File: src/rtl/skinny_subcells_dom1_sched.sv
// Walks the 16 cells of a two-share SKINNY-128 state through one shared DOM S-box,
// fetching a fresh randomness word for every cell; shares are never recombined here.
module skinny_subcells_dom1_sched #(
  parameter int NBYTES   = 16,
  parameter int SBOX_LAT = 2,
  parameter int RW       = 25
) (
  input  logic                clk,
  input  logic                rst,
  input  logic                start,
  input  logic [8*NBYTES-1:0] in_s0,
  input  logic [8*NBYTES-1:0] in_s1,
  output logic                busy,
  output logic                done,
  output logic [8*NBYTES-1:0] out_s0,
  output logic [8*NBYTES-1:0] out_s1,
  input  logic                rnd_valid,
  output logic                rnd_ready,
  input  logic [RW-1:0]       rnd,
  output logic [7:0]          sb_si0,
  output logic [7:0]          sb_si1,
  output logic [RW-1:0]       sb_r,
  input  logic [7:0]          sb_so0,
  input  logic [7:0]          sb_so1,
  output logic [1:0]          fsm_state
);

  localparam int IW = (NBYTES > 1) ? $clog2(NBYTES) : 1;
  localparam int CW = (SBOX_LAT > 0) ? $clog2(SBOX_LAT + 1) : 1;
  localparam int SW = $clog2(8 * NBYTES);

  localparam logic [1:0] S_IDLE  = 2'd0;
  localparam logic [1:0] S_FETCH = 2'd1;
  localparam logic [1:0] S_EVAL  = 2'd2;
  localparam logic [1:0] S_DONE  = 2'd3;

  logic [1:0]          state;
  logic [8*NBYTES-1:0] st0;
  logic [8*NBYTES-1:0] st1;
  logic [IW-1:0]       idx;
  logic [CW-1:0]       cnt;
  logic [RW-1:0]       r_q;
  logic [SW-1:0]       cell_lsb;
  logic                eval_last;
  logic                last_cell;
  logic                drive_sbox;

  // Cell 0 sits in the most significant byte.
  always_comb begin
    cell_lsb   = SW'(8 * (NBYTES - 1 - int'(idx)));
    eval_last  = (cnt == CW'(SBOX_LAT));
    last_cell  = (idx == IW'(NBYTES - 1));
    drive_sbox = (state == S_FETCH) || (state == S_EVAL);
  end

  always_ff @(posedge clk) begin
    if (rst) begin
      state <= S_IDLE;
      st0   <= '0;
      st1   <= '0;
      idx   <= '0;
      cnt   <= '0;
      r_q   <= '0;
    end else begin
      case (state)
        S_IDLE: begin
          if (start) begin
            st0   <= in_s0;
            st1   <= in_s1;
            idx   <= '0;
            state <= S_FETCH;
          end
        end
        S_FETCH: begin
          if (rnd_valid) begin
            r_q   <= rnd;
            cnt   <= '0;
            state <= S_EVAL;
          end
        end
        S_EVAL: begin
          cnt <= cnt + CW'(1);
          if (eval_last) begin
            st0[cell_lsb +: 8] <= sb_so0;
            st1[cell_lsb +: 8] <= sb_so1;
            if (last_cell) begin
              state <= S_DONE;
            end else begin
              idx   <= idx + IW'(1);
              state <= S_FETCH;
            end
          end
        end
        S_DONE:  state <= S_IDLE;
        default: state <= S_IDLE;
      endcase
    end
  end

  // Handshake: a PRNG word moves on a rising edge where rnd_valid and rnd_ready are both high;
  // rnd_ready is high only in FETCH, and the word stays in r_q untouched until the next FETCH exit.
  always_comb begin
    busy      = (state != S_IDLE);
    done      = (state == S_DONE);
    rnd_ready = (state == S_FETCH);
    sb_si0    = drive_sbox ? st0[cell_lsb +: 8] : 8'h00;
    sb_si1    = drive_sbox ? st1[cell_lsb +: 8] : 8'h00;
    sb_r      = r_q;
    out_s0    = st0;
    out_s1    = st1;
    fsm_state = state;
  end

endmodule
File: config.mk
export PLATFORM = sky130hd
export DESIGN_NAME = skinny_subcells_dom1_sched
export DESIGN_NICKNAME = d
export VERILOG_FILES = /design/src/rtl/skinny_subcells_dom1_sched.sv
export SDC_FILE = /design/constraint.sdc
export NUM_CORES = 1
export LEC_CHECK = 0
export CORE_AREA = 2 2 232 234
export DETAILED_ROUTE_END_ITERATION = 12
export DIE_AREA = 0 0 234 236
export HOLD_SLACK_MARGIN = 0.06
export PLACE_DENSITY = 0.63
export RECOVER_POWER = 50
export SYNTH_ARGS = -nofsm -noshare
export SYNTH_HDL_FRONTEND = slang
export SYNTH_SLANG_ARGS = --single-unit
File: constraint.sdc
create_clock -name clk -period 3.2 [get_ports clk]
set_clock_uncertainty 0.15 [all_clocks]
set_input_delay 0.32 -clock clk [delete_from_list [all_inputs] [get_ports clk]]
set_output_delay 0.32 -clock clk [all_outputs]
set_load 0.01 [all_outputs]
* Word-level counts from Yosys, hierarchy flattened
Index checks and enable logic that the tools add are counted.
** Word-level totals
- Word-level logic and storage cells :: 55
- Register bits after elaboration :: 289
- Output and inout bits :: 302
- Input port bits :: 301
** Operators by class
- Equal/unequal tests :: 9
- Add/sub/neg operators :: 4
- Shifts and indexed selects :: 5
- Multiplexer cells :: 21
- Reduce and logical (&&, ||, !) cells :: 10
** Operators by type and width (number)
- 128-bit two-way mux :: 4
- 128-bit one-hot mux with 2 select lines :: 2
- 128-bit bitwise mux :: 2
- 128-bit by 8-bit indexed part select with 8-bit output :: 2
- 8-bit by 9-bit indexed part select with 128-bit output :: 2
- 8-bit by 9-bit variable shift with 128-bit output, first input constant :: 1
- 8-bit two-way mux :: 2
- 4-bit two-way mux :: 3
- 2-bit two-way mux :: 5
- 7-bit negator with 9-bit output :: 1
- 2-bit != test, second input constant :: 4
- 2-bit one-hot mux with 4 select lines :: 1
- 4-bit one-hot mux with 2 select lines :: 1
- 2-bit == test, second input constant :: 3
- 3-bit AND reduction :: 2
- 2-bit nonzero test :: 3
- 4-bit by 1-bit adder with 4-bit output, second input constant :: 1
- 4-bit == test, second input constant :: 1
- 2-bit one-hot mux with 2 select lines :: 1
- 2-bit AND reduction :: 2
- 4-bit AND reduction :: 1
- 4-bit subtractor, first input constant :: 1
- 2-bit by 1-bit adder with 2-bit output, second input constant :: 1
- 2-bit by 1-bit == test with 1-bit output, second input constant :: 1
- other kinds (2) :: 2

* Depth between registers and ports, before layout
Gate-level depths: netlist of run 1.
- Word-level depth :: 6
- Gate-level depth with buffers :: 13
- Gate-level depth less buffers :: 6

* Worst setup path before layout of run 1
Ideal clock, no wire load.
- Path kind :: register -> register
- Start point :: register idx[0]
- End point :: register st0[94] (netlist: out_s0[94])
- Period minus slack after synthesis :: 3.113 ns
- Setup slack :: 0.087 ns
- Arrival time :: 2.877 ns
- Buffers on the path :: 6
- Library setup time :: 0.086 ns
- Required time :: 2.964 ns
- Stages on the path, launching flop included :: 13
- Path through :: dfxtp_1 buf_4 buf_4 buf_6 buf_4 inv_1 ha_1 clkbuf_1 nand3b_2 nor4_4 buf_2 a22oi_1 a211oi_1
** Between the ends
- Longest elaborated chain between the ends :: 6
- Elaborated cells on any way between the ends :: 7
- Classes of those cells :: add/sub: 2; shift: 2; mux: 3
** RTL lines
- start, declared :: line 40 : logic [IW-1:0] idx;
- start signal, assigned :: line 89 : idx <= idx + IW'(1);
- 4-bit subtractor * :: line 50 : cell_lsb = SW'(8 * (NBYTES - 1 - int'(idx)));
- 7-bit negator with 9-bit output * :: line 84 : st0[cell_lsb +: 8] <= sb_so0;
- 8-bit by 9-bit indexed part select with 128-bit output or 8-bit by 9-bit variable shift with 128-bit output (tied branches) :: line 84
- 128-bit bitwise mux * :: line 84
- 128-bit two-way mux * :: line 83 : if (eval_last) begin
- 128-bit one-hot mux with 2 select lines * :: line 65 : case (state)
- end signal, assigned :: line 68 : st0 <= in_s0;
- end signal, assigned by index :: line 84
- end, declared :: line 38 : logic [8*NBYTES-1:0] st0;
Every way passes the cells marked *; elsewhere a longest branch is shown, timed or not. The select of a mux whose other input is x is not followed.
A chain may end at the register's enable or synchronous reset.

* Worst setup path in the final report of run 1
- Start point :: register idx[0]
- End point :: output sb_si0[3]
** Between the ends
- Longest elaborated chain between the ends :: 3
** RTL lines
- 4-bit subtractor :: line 50
- 128-bit by 8-bit indexed part select with 8-bit output :: line 106 : sb_si0 = drive_sbox ? st0[cell_lsb +: 8] : 8'h00;
- 8-bit two-way mux :: line 106
- end, declared :: line 20 : output logic [7:0] sb_si0,
No other way between the ends.

==> results_dict.tcl, run 1 <==
set metrics [dict create \
    clk_pin_slew_ns 0.07 \
    grt-ovfl-total 0 \
    hpwl_um 67500 \
    yosysMostFrequentCell "dfxtp_1" \
    pre_cts_slack_ns 0.116 \
    worst_pin_slew_ns 1.25 \
    drive_gt1_share_pct 19.0 \
    synth_top_area_share_pct 37.1 \
    relSlewSlack_pct 16.5 \
    ir_worst_vdd_mv 0.558 \
    synth-edff-count 0 \
    hold_viol 0 \
    numCtsBuffers 36 \
    power_leakage_nw 8.93 \
    vias 17500 \
    syn_inst 1636 \
    post-route-period-util_pct 98.8 \
    grt_max_degree 78 \
    die_h_um 236 \
    outcome "completed" \
    end_kind "output port" \
    clock_latency_ns 0.56 \
    die_w_um 234 \
    ys_seq_area_share_pct 37.1 \
    area_delta_synth_final_pct 52.7 \
    start_util_pct 29.4 \
    antenna_found_initial 3 \
    syn_area_sq_um 15600 \
    nNetsFinal 2472 \
    dr.pass1.iters 7 \
    wl_per_cell_um 31.1 \
    ios 603 \
    synth_cell_type_count 63 \
    critPathArrivalTime_ns 2.69 \
    core_sq_um 53100 \
    root_buffer "clkbuf_16" \
    grt_pass1_wl_um 125000 \
    dieArea_sq_um 55200 \
    worstPathMaxFanout 4 \
    synth_seq_cells 289 \
    clock_sinks 289 \
    drcViolationCount 0 \
    grt_pass1_vias 17200 \
    synthArstFlopShare_pct 0 \
    synth_top_cell_by_area "dfxtp_1" \
    synth_ff_type "dfxtp_1" \
    globalplace.congestion 0.929 \
    p_per_area_nw_per_um2 966 \
    regArea_sq_um 5800 \
    drtIter0Drc 1568 \
    fin_ws_ns 0.0391 \
    yosys-top-cells-area "dfxtp_1, mux4_2, o221a_2" \
    crit_type "reg -> out" \
    finalSetupViolCount 0 \
    max_freq_mhz 316 \
    maxCapViolCount 0 \
    numPortBuffers 602 \
    multi_input_area_sq_um 8940 \
    yosys_warnings 0 \
    rows 85 \
    layout_min_cycle_time_ns 3.16 \
    cp.required_ns 2.73 \
    wl_um 89600 \
    synthTopCellsByCount "dfxtp_1, nor2_1, a22oi_1, clkbuf_1, o221a_2" \
    dpl-instance-area_sq_um 22300 \
    final_antenna_net_count 0 \
    cts-htree-levels 2 \
    syn_nets 1945 \
    p_total_mw 23.0 \
    fill_cells 5095 \
    rsz0062_at_grt "no" \
    synth.avg_cell_area_sq_um 9.53 \
    drv_slew 0 \
    grtUsageTotal_pct 31.3 \
    via_per_inst 6.05 \
    cts.path.max_buffers 3 \
    hold_class "in -> reg" \
    stdcell_area_sq_um 23800 \
    cts_tree "done" \
    cp-start-kind "flop" \
]
==> cells in the final DEF, fill, tap and decap left out, types with 20 or more instances in the layout <==
cell             count
a211oi_1           109
a211oi_2            20
a21oi_1             68
a22oi_1            129
a311oi_1            65
a31oi_1             32
buf_4               75
clkbuf_16           37
clkdlybuf4s50_1    308
dfxtp_1            284
dlygate4sd3_1      279
inv_1               26
mux2i_1             22
mux4_2              56
nand2_1             58
nor2_1             230
o221a_2            112
==> through the flow <==
stage	cells	hold WS, ns	utilization, %	setup TNS [ns]
detailed placement	2810	0.296	42.0	0
CTS	2883	0.140	44.8	-0.116
global route	2885	0.161	44.9	0
global placement	2810	0.291	42.0	0
finish	2886	0.164	44.9	0
floorplan	1636	0.286	-	0
==> power by group <==
part,internal [mW],switching (mW)
logic,5.39,6.32
registers,5.17,1.94
clock network,2.45,1.73
total,13.0,9.99
==> logic make-up (layout without fill, tap and decap cells) <==
family / after synthesis / in the layout / synth area share [%]
AO/OA/AOI/OAI: 638 / 638 / 33.7
XOR/XNOR: 4 / 4 / 0.442
other: 0 / 3 / 0
AND/OR/NAND/NOR: 376 / 376 / 11.1
adder cells (fa/ha/maj): 8 / 8 / 0.642
multiplexers: 89 / 89 / 10.2
buffers and inverters: 232 / 783 / 6.74
flip-flops: 289 / 289 / 37.1
==> worst max-delay path, stage by stage, from the launching register on <==
cell and delay (ns):
dfxtp_4 0.39, buf_12 0.11, buf_4 0.12, mux4_2 0.49, mux2i_1 0.43, o21ai_0 0.24, dlygate4sd2_1 0.36
==> layer usage <==
metal,track usage (%),part of all wire (%)
met1,39.7,40
met2,50.8,47
met3,5.98,8.1
met4,14.9,5.3
met5,0,0.015
==> final cells by class <==
type	instances	area share, %
clock inverters	11	0.531
inverters	28	0.452
flip-flops and latches	289	24.3
multi-input cells	1115	37.6
repair buffers	693	29.0
clock buffers	51	4.40
well taps	696	3.66
diodes	3	0.0315
==> timing repair <==
item,in CTS,in global routing
cloned,3,0
pin swaps,0,0
buffers inserted,7,0
resized for setup,48,15
endpoints found under the hold margin,1,0
setup endpoints to repair,16,33
hold buffers,1,0
==> final timing paths <==
check	startpoint	end	cells after the start	slack [ns]
setup / recovery	idx[0]	sb_si0[3]	6	0.04
hold / removal	rnd[19]	sb_r[19]	3	0.16
setup reg to reg	idx[0]	out_s0[89]	8	0.12
hold reg to reg	sb_r[15]	sb_r[15]	2	0.30
==> sequential cells by signal, indices dropped and copies added, names as in the netlist <==
name / flops
out_s1: 128
out_s0: 128
sb_r: 25
idx: 4
cnt: 2
fsm_state: 2
(Power assumes the default switching activity.)
==> run 2: changes to the inputs <==
==> constraint.sdc (replaced) <==
create_clock -name clk -period 3.2 [get_ports clk]
set_clock_uncertainty 0.15 [all_clocks]
set_input_delay 0.64 -clock clk [delete_from_list [all_inputs] [get_ports clk]]
set_output_delay 0.64 -clock clk [all_outputs]
set_load 0.01 [all_outputs]
==> results_dict.tcl, run 2 (synthesis results as in run 1) <==
set metrics [dict create \
    stdcell_area_sq_um 24100 \
    final_antenna_net_count 0 \
    core_sq_um 53100 \
    final_cell_mix "clkdlybuf4s50_1, dfxtp_1, dlygate4sd3_1, nor2_1, a22oi_1" \
    finalNonFillerCells 2931 \
    worstPathMaxFanout 11 \
    dp_cells 2850 \
    numCtsBuffers 36 \
    numPortBuffers 602 \
    die_w_um 234 \
    drtIter0Drc 1575 \
    r2r-start "fsm_state[1]" \
    regArea_sq_um 5790 \
    cts-htree-levels 2 \
    cp.required_ns 2.41 \
    final_common_cell "clkdlybuf4s50_1" \
    relSlewSlack_pct 26.0 \
    max_freq_mhz 317 \
    critPathLaunch "fsm_state[1]" \
    via_per_inst 6.06 \
    dieArea_sq_um 55200 \
    worstHoldStart "sb_r[6]" \
    worst_pin_slew_ns 1.11 \
    vias 17800 \
    cp-start-kind "flop" \
    outcome "completed" \
    cts_tree "done" \
    end_kind "output port" \
    nNetsFinal 2516 \
    rsz0062_at_grt "yes" \
    layout_min_cycle_time_ns 3.15 \
    start_util_pct 29.4 \
    grt_max_degree 107 \
    root_buffer "clkbuf_16" \
    clock_latency_ns 0.55 \
    grt_pass1_wl_um 126000 \
    clk_pin_slew_ns 0.05 \
    cts.path.max_buffers 3 \
    dpl-instance-area_sq_um 22700 \
    cts.hold.buffers_added 0 \
    wl_per_cell_um 30.9 \
    drcViolationCount 0 \
    globalplace.congestion 0.941 \
    grt_pass1_vias 17700 \
    power_leakage_nw 9.07 \
    dr.pass1.iters 8 \
    area_delta_synth_final_pct 54.8 \
    hold_viol 0 \
    hold_class "reg -> reg" \
    wl_um 90500 \
    p_per_area_nw_per_um2 971 \
    multi_input_area_sq_um 8960 \
    maxCapViolCount 0 \
    fill_cells 5010 \
    rows 85 \
    clock_sinks 289 \
    crit_type "reg -> out" \
    ios 603 \
    holdWs_ns 0.303 \
    post-route-period-util_pct 98.5 \
    hpwl_um 68200 \
    finalSetupViolCount 0 \
    grtUsageTotal_pct 31.3 \
    drive_gt1_share_pct 20.9 \
    grt-ovfl-total 0 \
    antenna_found_initial 4 \
    die_h_um 236 \
    critPathArrivalTime_ns 2.36 \
    ir_worst_vdd_mv 0.439 \
    drv_slew 0 \
]
-- run 2: cell types whose count changed in the layout (fill, tap and decap cells not counted), moves of 4 or more --
cell             previous run  this run
buf_12                      8        14
buf_2                       0        15
dlygate4sd3_1             279       262
clkdlybuf4s50_1           308       323
o21ai_1                     5        11
buf_4                      75       111
o21ai_0                    19        15
clkinv_2                    2         6
dlygate4sd2_1              10         0
-- run 2: what timing repair did --
action | in CTS | in global routing
setup buffers | 12 | 1
endpoints found under the setup margin | 16 | 13
cloned | 3 | 0
endpoints found under the hold margin | 0 | 0
pin swaps | 5 | 5
resized for setup | 103 | 12
-- run 2: critical path, cell delays in order, from the launching register on --
cell     delay (ns)
dfxtp_1        0.33
inv_1          0.07
ha_1           0.38
nor2b_1        0.17
buf_4          0.23
a32oi_2        0.32
o21ai_2        0.14
buf_2          0.16
-- run 2: area by class of cell --
type                            count  area share (%)
Multi-Input combinational cell   1115            37.1
Timing Repair Buffer              737            29.9
Sequential cell                   289            24.0
Clock buffer                       51            4.39
Tap cell                          696            3.61
Clock inverter                     11           0.477
Inverter                           28           0.446
Antenna cell                        4          0.0415
-- run 2: stage by stage --
step                utilization, %  setup WS (ns)  setup TNS, ns  power (mW)
floorplan                        -         0.0875              0        12.5
global placement              42.7         0.0590              0        19.3
detailed placement            42.7         0.0245              0        19.5
CTS                           45.5        -0.0205        -0.0205        23.9
global route                  45.4        -0.0168        -0.0336        24.3
finish                        45.5         0.0483              0        23.4
-- run 2: routing by layer --
layer / GRT usage, % / wire length, um
met1: 38.7 / 34600
met2: 52.1 / 43100
met3: 6.60 / 8360
met4: 13.9 / 4390
met5: 0 / 29
-- run 2: power breakdown --
part	switching (mW)	total (mW)	leakage [nW]	internal, mW
registers	1.96	7.13	2.40	5.17
clock network	1.71	4.17	0.582	2.46
logic	6.45	12.1	6.10	5.69
total	10.1	23.4	9.07	13.3
-- run 2: final timing paths --
check | cells after the start | slack (ns) | end
worst max register to register | 8 | 0.14 | out_s1[45]
worst min-delay path | 2 | 0.30 | sb_r[6]
worst max-delay path | 7 | 0.05 | sb_si0[1]
worst min register to register | 2 | 0.30 | sb_r[6]
